===== src/rtl/mbq_pkg.sv =====
// rtl/mbq_pkg.sv - shared width helpers and lane ordering for the down-converting queue
// Purpose: constant-evaluable helpers used by the interface, the RAM wrapper and the top.
//   mbq_clog2      : ceiling log2 for parameter derivation
//   mbq_in_width   : wide entry width from lane width and ratio
//   mbq_lane_index : physical lane slot for the n-th lane read out of an entry
package mbq_pkg;

  function automatic int mbq_clog2(input int value);
    int result;
    result = 0;
    for (int i = 0; i < 31; i++) begin
      if ((1 << i) < value) result = i + 1;
    end
    return result;
  endfunction

  function automatic int mbq_in_width(input int out_width, input int ratio);
    return out_width * ratio;
  endfunction

  // With lsb_first clear, the first lane read is the most significant slice.
  function automatic int mbq_lane_index(input int lane, input int ratio, input bit lsb_first);
    return lsb_first ? lane : (ratio - 1 - lane);
  endfunction

endpackage


===== src/rtl/multibuffer_queue_gen2_if.sv =====
// rtl/multibuffer_queue_gen2_if.sv - wide write bus, narrow read bus and status of the queue
// Purpose: bundles every non-clock/reset signal of multibuffer_queue_gen2.
//   master : the producer/consumer side (drives write_en/data_in/data_lanes/read_en/flush)
//   slave  : the queue itself (drives waitrequest/data_out/data_valid/flags/level)
interface multibuffer_queue_gen2_if #(
  parameter int OUT_WIDTH  = 64,
  parameter int RATIO      = 2,
  parameter int ADDR_WIDTH = 4
);
  import mbq_pkg::*;

  localparam int LANE_W   = mbq_clog2(RATIO + 1);
  localparam int IN_WIDTH = mbq_in_width(OUT_WIDTH, RATIO);

  logic                  flush;
  logic                  write_en;
  logic [IN_WIDTH-1:0]   data_in;
  logic [LANE_W-1:0]     data_lanes;
  logic                  waitrequest;
  logic                  read_en;
  logic [OUT_WIDTH-1:0]  data_out;
  logic                  data_valid;
  logic                  full;
  logic                  empty;
  logic                  almost_full;
  logic [ADDR_WIDTH:0]   level;
  logic                  overflow;

  modport master (
    output flush, write_en, data_in, data_lanes, read_en,
    input  waitrequest, data_out, data_valid, full, empty, almost_full, level, overflow
  );

  modport slave (
    input  flush, write_en, data_in, data_lanes, read_en,
    output waitrequest, data_out, data_valid, full, empty, almost_full, level, overflow
  );

endinterface


===== src/rtl/mbq_ram.sv =====
// rtl/mbq_ram.sv - simple dual-port entry store, synchronous write, asynchronous read
// Purpose: holds DEPTH entries of {lane count, wide data}.
//   clk   : write clock
//   we    : write enable, waddr/wdata : write port
//   raddr : read address, rdata : combinational read data
module mbq_ram #(
  parameter int WIDTH      = 8,
  parameter int ADDR_WIDTH = 4
) (
  input  logic                  clk,
  input  logic                  we,
  input  logic [ADDR_WIDTH-1:0] waddr,
  input  logic [WIDTH-1:0]      wdata,
  input  logic [ADDR_WIDTH-1:0] raddr,
  output logic [WIDTH-1:0]      rdata
);

  logic [WIDTH-1:0] mem [2**ADDR_WIDTH];

  always_ff @(posedge clk) begin
    if (we) mem[waddr] <= wdata;
  end

  assign rdata = mem[raddr];

endmodule


===== src/rtl/multibuffer_queue_gen2.sv =====
// rtl/multibuffer_queue_gen2.sv - down-converting queue: wide entries in, one lane per read out
// Purpose: stores up to 2**ADDR_WIDTH entries of RATIO lanes (or fewer, per data_lanes) and
//   returns them one OUT_WIDTH lane per accepted read, in LSB_FIRST-selected order.
//   clk, rst_n : clock and asynchronous active-low reset
//   bus        : slave side of multibuffer_queue_gen2_if (write bus, read bus, flush, status)
module multibuffer_queue_gen2
  import mbq_pkg::*;
#(
  parameter int OUT_WIDTH  = 64,
  parameter int RATIO      = 2,
  parameter int ADDR_WIDTH = 4,
  parameter int AF_MARGIN  = 2,
  parameter bit LSB_FIRST  = 1'b1
) (
  input  logic                     clk,
  input  logic                     rst_n,
  multibuffer_queue_gen2_if.slave  bus
);

  localparam int LANE_W   = mbq_clog2(RATIO + 1);
  localparam int IN_WIDTH = mbq_in_width(OUT_WIDTH, RATIO);
  localparam int DEPTH    = 2 ** ADDR_WIDTH;
  localparam int ENTRY_W  = IN_WIDTH + LANE_W;

  localparam logic [ADDR_WIDTH:0] DEPTH_L   = (ADDR_WIDTH + 1)'(DEPTH);
  localparam logic [ADDR_WIDTH:0] AF_L      = (ADDR_WIDTH + 1)'(DEPTH - AF_MARGIN);
  localparam logic [LANE_W-1:0]   RATIO_L   = LANE_W'(RATIO);
  localparam logic [ADDR_WIDTH-1:0] PTR_ONE = ADDR_WIDTH'(1);
  localparam logic [LANE_W-1:0]   LANE_ONE  = LANE_W'(1);

  logic [ADDR_WIDTH-1:0] wr_ptr, rd_ptr;
  logic [ADDR_WIDTH:0]   level;
  logic [LANE_W-1:0]     lane_cnt;
  logic [OUT_WIDTH-1:0]  data_out;
  logic                  data_valid;
  logic                  overflow;

  logic                  full, empty;
  logic                  push, pop_lane, pop_entry;
  logic [LANE_W-1:0]     wr_lanes;
  logic [ENTRY_W-1:0]    head;
  logic [IN_WIDTH-1:0]   head_data;
  logic [LANE_W-1:0]     head_lanes;
  int                    lane_idx;
  logic [OUT_WIDTH-1:0]  lane_data;

  // Flags come from the registered level only, so a pop in the same cycle never frees a slot.
  assign full  = (level == DEPTH_L);
  assign empty = (level == '0);

  assign push      = bus.write_en && !full && !bus.flush;
  assign pop_lane  = bus.read_en && !empty && !bus.flush;
  assign pop_entry = pop_lane && (lane_cnt == head_lanes - LANE_ONE);

  // Out-of-range lane counts are normalised once at write time.
  assign wr_lanes = ((bus.data_lanes == '0) || (bus.data_lanes > RATIO_L)) ? RATIO_L : bus.data_lanes;

  mbq_ram #(
    .WIDTH      (ENTRY_W),
    .ADDR_WIDTH (ADDR_WIDTH)
  ) u_ram (
    .clk   (clk),
    .we    (push),
    .waddr (wr_ptr),
    .wdata ({wr_lanes, bus.data_in}),
    .raddr (rd_ptr),
    .rdata (head)
  );

  assign head_data  = head[IN_WIDTH-1:0];
  assign head_lanes = head[ENTRY_W-1:IN_WIDTH];

  always_comb begin
    lane_idx  = mbq_lane_index(int'(lane_cnt), RATIO, LSB_FIRST);
    lane_data = head_data[lane_idx*OUT_WIDTH +: OUT_WIDTH];
  end

  always_ff @(posedge clk or negedge rst_n) begin
    if (!rst_n) begin
      wr_ptr     <= '0;
      rd_ptr     <= '0;
      level      <= '0;
      lane_cnt   <= '0;
      data_out   <= '0;
      data_valid <= 1'b0;
      overflow   <= 1'b0;
    end else if (bus.flush) begin
      wr_ptr     <= '0;
      rd_ptr     <= '0;
      level      <= '0;
      lane_cnt   <= '0;
      data_valid <= 1'b0;
      overflow   <= 1'b0;
    end else begin
      if (push) wr_ptr <= wr_ptr + PTR_ONE;
      if (bus.write_en && full) overflow <= 1'b1;
      data_valid <= pop_lane;
      if (pop_lane) begin
        data_out <= lane_data;
        if (pop_entry) begin
          lane_cnt <= '0;
          rd_ptr   <= rd_ptr + PTR_ONE;
        end else begin
          lane_cnt <= lane_cnt + LANE_ONE;
        end
      end
      case ({push, pop_entry})
        2'b10:   level <= level + 1'b1;
        2'b01:   level <= level - 1'b1;
        default: level <= level;
      endcase
    end
  end

  assign bus.waitrequest = full;
  assign bus.full        = full;
  assign bus.empty       = empty;
  assign bus.almost_full = (level >= AF_L);
  assign bus.level       = level;
  assign bus.overflow    = overflow;
  assign bus.data_out    = data_out;
  assign bus.data_valid  = data_valid;

endmodule

===== src/flat_wrapper.sv =====
// flat-port wrapper written by rule: the top's interface ports become plain ports
module multibuffer_queue_gen2_flat import mbq_pkg::*;
#(
  parameter int OUT_WIDTH  = 64,
  parameter int RATIO      = 2,
  parameter int ADDR_WIDTH = 4,
  parameter int AF_MARGIN  = 2,
  parameter bit LSB_FIRST  = 1'b1
)
  (clk, rst_n, bus_flush, bus_write_en, bus_data_in, bus_data_lanes, bus_read_en, bus_waitrequest, bus_data_out, bus_data_valid, bus_full, bus_empty, bus_almost_full, bus_level, bus_overflow);
  multibuffer_queue_gen2_if #(.OUT_WIDTH(OUT_WIDTH), .RATIO(RATIO), .ADDR_WIDTH(ADDR_WIDTH)) bus_i ();
  input  logic clk;
  input  logic rst_n;
  input wire logic [$bits(bus_i.flush)-1:0] bus_flush;
  input wire logic [$bits(bus_i.write_en)-1:0] bus_write_en;
  input wire logic [$bits(bus_i.data_in)-1:0] bus_data_in;
  input wire logic [$bits(bus_i.data_lanes)-1:0] bus_data_lanes;
  input wire logic [$bits(bus_i.read_en)-1:0] bus_read_en;
  output wire logic [$bits(bus_i.waitrequest)-1:0] bus_waitrequest;
  output wire logic [$bits(bus_i.data_out)-1:0] bus_data_out;
  output wire logic [$bits(bus_i.data_valid)-1:0] bus_data_valid;
  output wire logic [$bits(bus_i.full)-1:0] bus_full;
  output wire logic [$bits(bus_i.empty)-1:0] bus_empty;
  output wire logic [$bits(bus_i.almost_full)-1:0] bus_almost_full;
  output wire logic [$bits(bus_i.level)-1:0] bus_level;
  output wire logic [$bits(bus_i.overflow)-1:0] bus_overflow;
  assign bus_i.flush = bus_flush;
  assign bus_i.write_en = bus_write_en;
  assign bus_i.data_in = bus_data_in;
  assign bus_i.data_lanes = bus_data_lanes;
  assign bus_i.read_en = bus_read_en;
  assign bus_waitrequest = bus_i.waitrequest;
  assign bus_data_out = bus_i.data_out;
  assign bus_data_valid = bus_i.data_valid;
  assign bus_full = bus_i.full;
  assign bus_empty = bus_i.empty;
  assign bus_almost_full = bus_i.almost_full;
  assign bus_level = bus_i.level;
  assign bus_overflow = bus_i.overflow;
  multibuffer_queue_gen2 #(.OUT_WIDTH(OUT_WIDTH), .RATIO(RATIO), .ADDR_WIDTH(ADDR_WIDTH), .AF_MARGIN(AF_MARGIN), .LSB_FIRST(LSB_FIRST)) u_core (.clk(clk), .rst_n(rst_n), .bus(bus_i));
endmodule

===== config.mk =====
export PLATFORM = sky130hd
export DESIGN_NAME = multibuffer_queue_gen2_flat
export DESIGN_NICKNAME = d
export VERILOG_FILES = /design/src/rtl/mbq_pkg.sv /design/src/rtl/multibuffer_queue_gen2_if.sv /design/src/rtl/mbq_ram.sv /design/src/rtl/multibuffer_queue_gen2.sv /design/src/flat_wrapper.sv
export SDC_FILE = /design/constraint.sdc
export NUM_CORES = 2
export LEC_CHECK = 0
export CORE_ASPECT_RATIO = 1.1
export CORE_MARGIN = 5
export CORE_UTILIZATION = 40
export DETAILED_ROUTE_END_ITERATION = 10
export PLACE_DENSITY = 0.62
export SETUP_SLACK_MARGIN = 0.1
export SYNTH_ARGS = -nofsm -noshare
export SYNTH_HDL_FRONTEND = slang
export SYNTH_SLANG_ARGS = --single-unit

===== constraint.sdc =====
create_clock -name clk -period 10.3 [get_ports clk]
set_input_delay 3.09 -clock clk [delete_from_list [all_inputs] [get_ports clk]]
set_output_delay 3.09 -clock clk [all_outputs]
set_load 0.02 [all_outputs]

==> results.py <==
metrics = {
    "clocking": {
        "clk_pin_slew_ns": 0.07,
        "cts_max_level": 4,
        "cts_made_buffers": 202,
        "clock-root-buffer": "clkbuf_16",
        "clock_latency_ns": 0.85,
        "tritoncts": "built",
        "cts_resized": 0,
        "cts.sinks": 2161,
        "cts-hold-fix-buffers": 0,
        "cts_buffer_depth": 3,
        "cts_setup_buffers": 0,
    },
    "power": {
        "p_total_mw": 18.7,
        "ir_worst_vdd_uv": 165,
        "power.leakage_nw": 28.2,
        "power_density_nw_per_um2": 197,
    },
    "floorplanning": {
        "io_pins": 210,
        "dieArea_sq_um": 216000,
        "die_h_um": 487,
        "initial_core_util_pct": 40.1,
        "die_width_um": 443,
        "core_area_sq_um": 206000,
        "num_rows": 175,
    },
    "route": {
        "ant_nets": 0,
        "vias": 40736,
        "wire_per_inst_um": 28.2,
        "top_layer": "met5",
        "drcViolationCount": 0,
        "drt-met1-wl_um": 83700,
        "dr_wl_met2_um": 100000,
        "dr.pass1.iters": 5,
        "vias_per_cell": 5.64,
        "drt_iter0_markers": 3984,
        "wirelength_um": 204000,
        "wl_met3_um": 11900,
    },
    "timing": {
        "max_slew.worst_pin.slew_ns": 1.31,
        "rsz0062_at_grt": "no",
        "relSlewSlack_pct": 12.6,
        "finalSetupTns_ns": 0,
        "finalCritPeriodShare_pct": 65.1,
        "hold_viol": 0,
        "clock.fmax_ghz": 0.149,
        "worst_clock_skew_ns": 0.0607,
        "timing.hold.ws_ns": 0.486,
        "fin_crit_ns": 6.70,
        "slew_viol_final": 0,
        "setup-violations-final": 0,
    },
    "critical_path": {
        "crit_slowest_cell": "buf_4",
        "crit_fanout": 65,
        "required_ns": 10.99,
        "cpPeakStageDelay_ns": 0.74,
        "cp_cell_sequence": "clkdlybuf4s50_1, o21ai_0, or2_4, buf_4, inv_1, and3_1, mux2i_1, nand2b_1, inv_1, ha_1, nor2b_1, o21ai_0, and3_1, mux2i_1, mux2_2",
        "arrival_ns": 7.40,
        "critPathBufInv": 4,
        "worstRegToRegCells": 15,
        "path_depth": 15,
        "crit_type": "in -> reg",
        "startpoint_type": "input port",
        "path_delay_family": "buffers and inverters",
        "critPathCaptureType": "flop",
    },
    "finish": {
        "final_layout_size_suffix_gt1_share_pct": 16.1,
        "final_cells": 7221,
        "area_growth_pct": 14.8,
        "fin_nets": 4433,
        "fill_cells": 16923,
        "final_util_pct": 46.0,
    },
    "yosys": {
        "async_flop_share_pct": 3.75,
        "synth_area_sq_um": 82600,
        "ys_warn_count": 0,
        "yosysMostFrequentCell": "edfxtp_1",
        "synthTopCellsByCount": "edfxtp_1 (2080), mux2i_1 (466), mux4_2 (314)",
        "ys.flop_type": "edfxtp_1",
        "synthesis.nets": 4189,
        "synth-edff-count": 2080,
        "yosys_register_bits": 2161,
        "synth.distinct_cells": 43,
        "yosysSeqAreaShare_pct": 78.1,
        "avgSynthCellArea_sq_um": 20.4,
        "yosys.area.top_type": "edfxtp_1",
        "syn_inst": 4045,
        "yosys.area.top_type_share_pct": 75.6,
        "synth_area_leaders": "edfxtp_1 (76%), mux4_2 (8.6%), mux2i_1 (5.6%)",
    },
    "hold_path": {
        "whs_path_depth": 2,
        "hold_path.class": "reg -> reg",
    },
    "place": {
        "dp.cells": 6828,
        "globalplace.congestion": 0.768,
        "hpwl_um": 106000,
        "port_buffers": 209,
    },
    "global_route": {
        "grt_start_max_net_pins": 131,
        "gr-total-overflow": 0,
        "gr-usage-all-layers_pct": 18.5,
        "antenna_found_initial": 35,
        "grt_pass1_wl_um": 294000,
        "grt_pass1_vias": 41616,
    },
    "run_status": {
        "outcome": "finished, final reports clean",
    },
    "flow_run": {
        "maxCapViolations": 0,
    },
}
## flip-flops by register name, indices dropped and copies added, names as in the netlist
signal / cells
u_core.bus.data_out: 64
u_core.bus.data_valid: 1
u_core.bus.level: 5
u_core.bus.overflow: 1
u_core.lane_cnt: 2
u_core.rd_ptr: 4
u_core.u_ram.mem: 2080
u_core.wr_ptr: 4
## worst register-to-register path, stage by stage, from the launching register on
cell and delay, ns:
dfrtp_1 0.45, or4_1 0.56, o21ai_0 0.97, or2_4 0.27
buf_4 0.74, inv_1 0.13, and3_1 0.22, mux2i_1 0.47
nand2b_1 0.23, inv_1 0.09, ha_1 0.32, nor2b_1 0.18
o21ai_0 0.12, and3_1 0.20, mux2i_1 0.15, mux2_2 0.35
## logic make-up (layout without fill, tap and decap cells)
logic type	count (synthesis)	count (layout)	synth area share, %
AOI/OAI and AO/OA	583	583	4.88
xor gates and xnor gates	6	6	0.0818
adders and majority gates	9	9	0.145
buffers and inverters	253	668	1.27
DFF	2161	2161	78.1
muxes	787	787	14.3
other	0	18	0
and+or+nand+nor	246	246	1.22
## stage by stage
| step | cell area, sq um | worst slack, ns |
|---|---|---|
| final | 94800 | 3.60 |
| after global routing | 94800 | 3.36 |
| after CTS | 94700 | 3.66 |
| after detailed placement | 88000 | 2.79 |
| after global placement | 88000 | 2.77 |
| after floorplan | 82600 | -2.86 |
## layer usage
layer / track usage [%] / vias to the layer above
li1: - / 17401
met1: 24.7 / 21616
met2: 30.4 / 1360
met3: 3.34 / 349
met4: 7.64 / 10
met5: 0 / -
## layout by cell type, fill, tap and decap left out, types with 59 or more instances in the layout
| cell | count |
|---|---|
| edfxtp_1 | 2080 |
| mux2i_1 | 466 |
| mux4_2 | 314 |
| o221ai_1 | 218 |
| clkdlybuf4s50_1 | 208 |
| clkbuf_16 | 205 |
| nand2_1 | 186 |
| a21oi_1 | 122 |
| o22ai_1 | 109 |
| dfrtp_1 | 76 |
| o21ai_0 | 70 |
| a211oi_1 | 59 |
| buf_4 | 59 |
## final timing paths
kind                                        start                 endpoint  slack [ns]
max in group asynchronous                   rst_n         u_core.rd_ptr[1]        6.56
min                        u_core.bus.data_out[9]   u_core.bus.data_out[9]        0.49
max reg2reg                   u_core.bus.level[1]      u_core.bus.level[4]        4.75
min in group asynchronous                   rst_n  u_core.bus.data_out[55]        2.18
max                                   bus_read_en      u_core.bus.level[4]        3.60
min reg2reg                u_core.bus.data_out[9]   u_core.bus.data_out[9]        0.49
## power by group
part	internal, mW	total [mW]	leakage, nW	switching [mW]
combinational	0.483	1.20	5.20	0.712
sequential	9.81	9.98	19.8	0.167
clock	4.28	7.52	3.27	3.24
## layout make-up
class	count	area (sq um)	share of cell area [%]
Inverter	12	50.0	0.0528
Timing Repair Buffer	281	2810	2.96
Clock inverter	111	1240	1.31
Multi-Input combinational cell	1631	17200	18.1
Sequential cell	2161	64500	68.1
Clock buffer	264	5500	5.80
Antenna cell	18	45.0	0.0475
Tap cell	2743	3430	3.62
(Power assumes the default switching activity.)
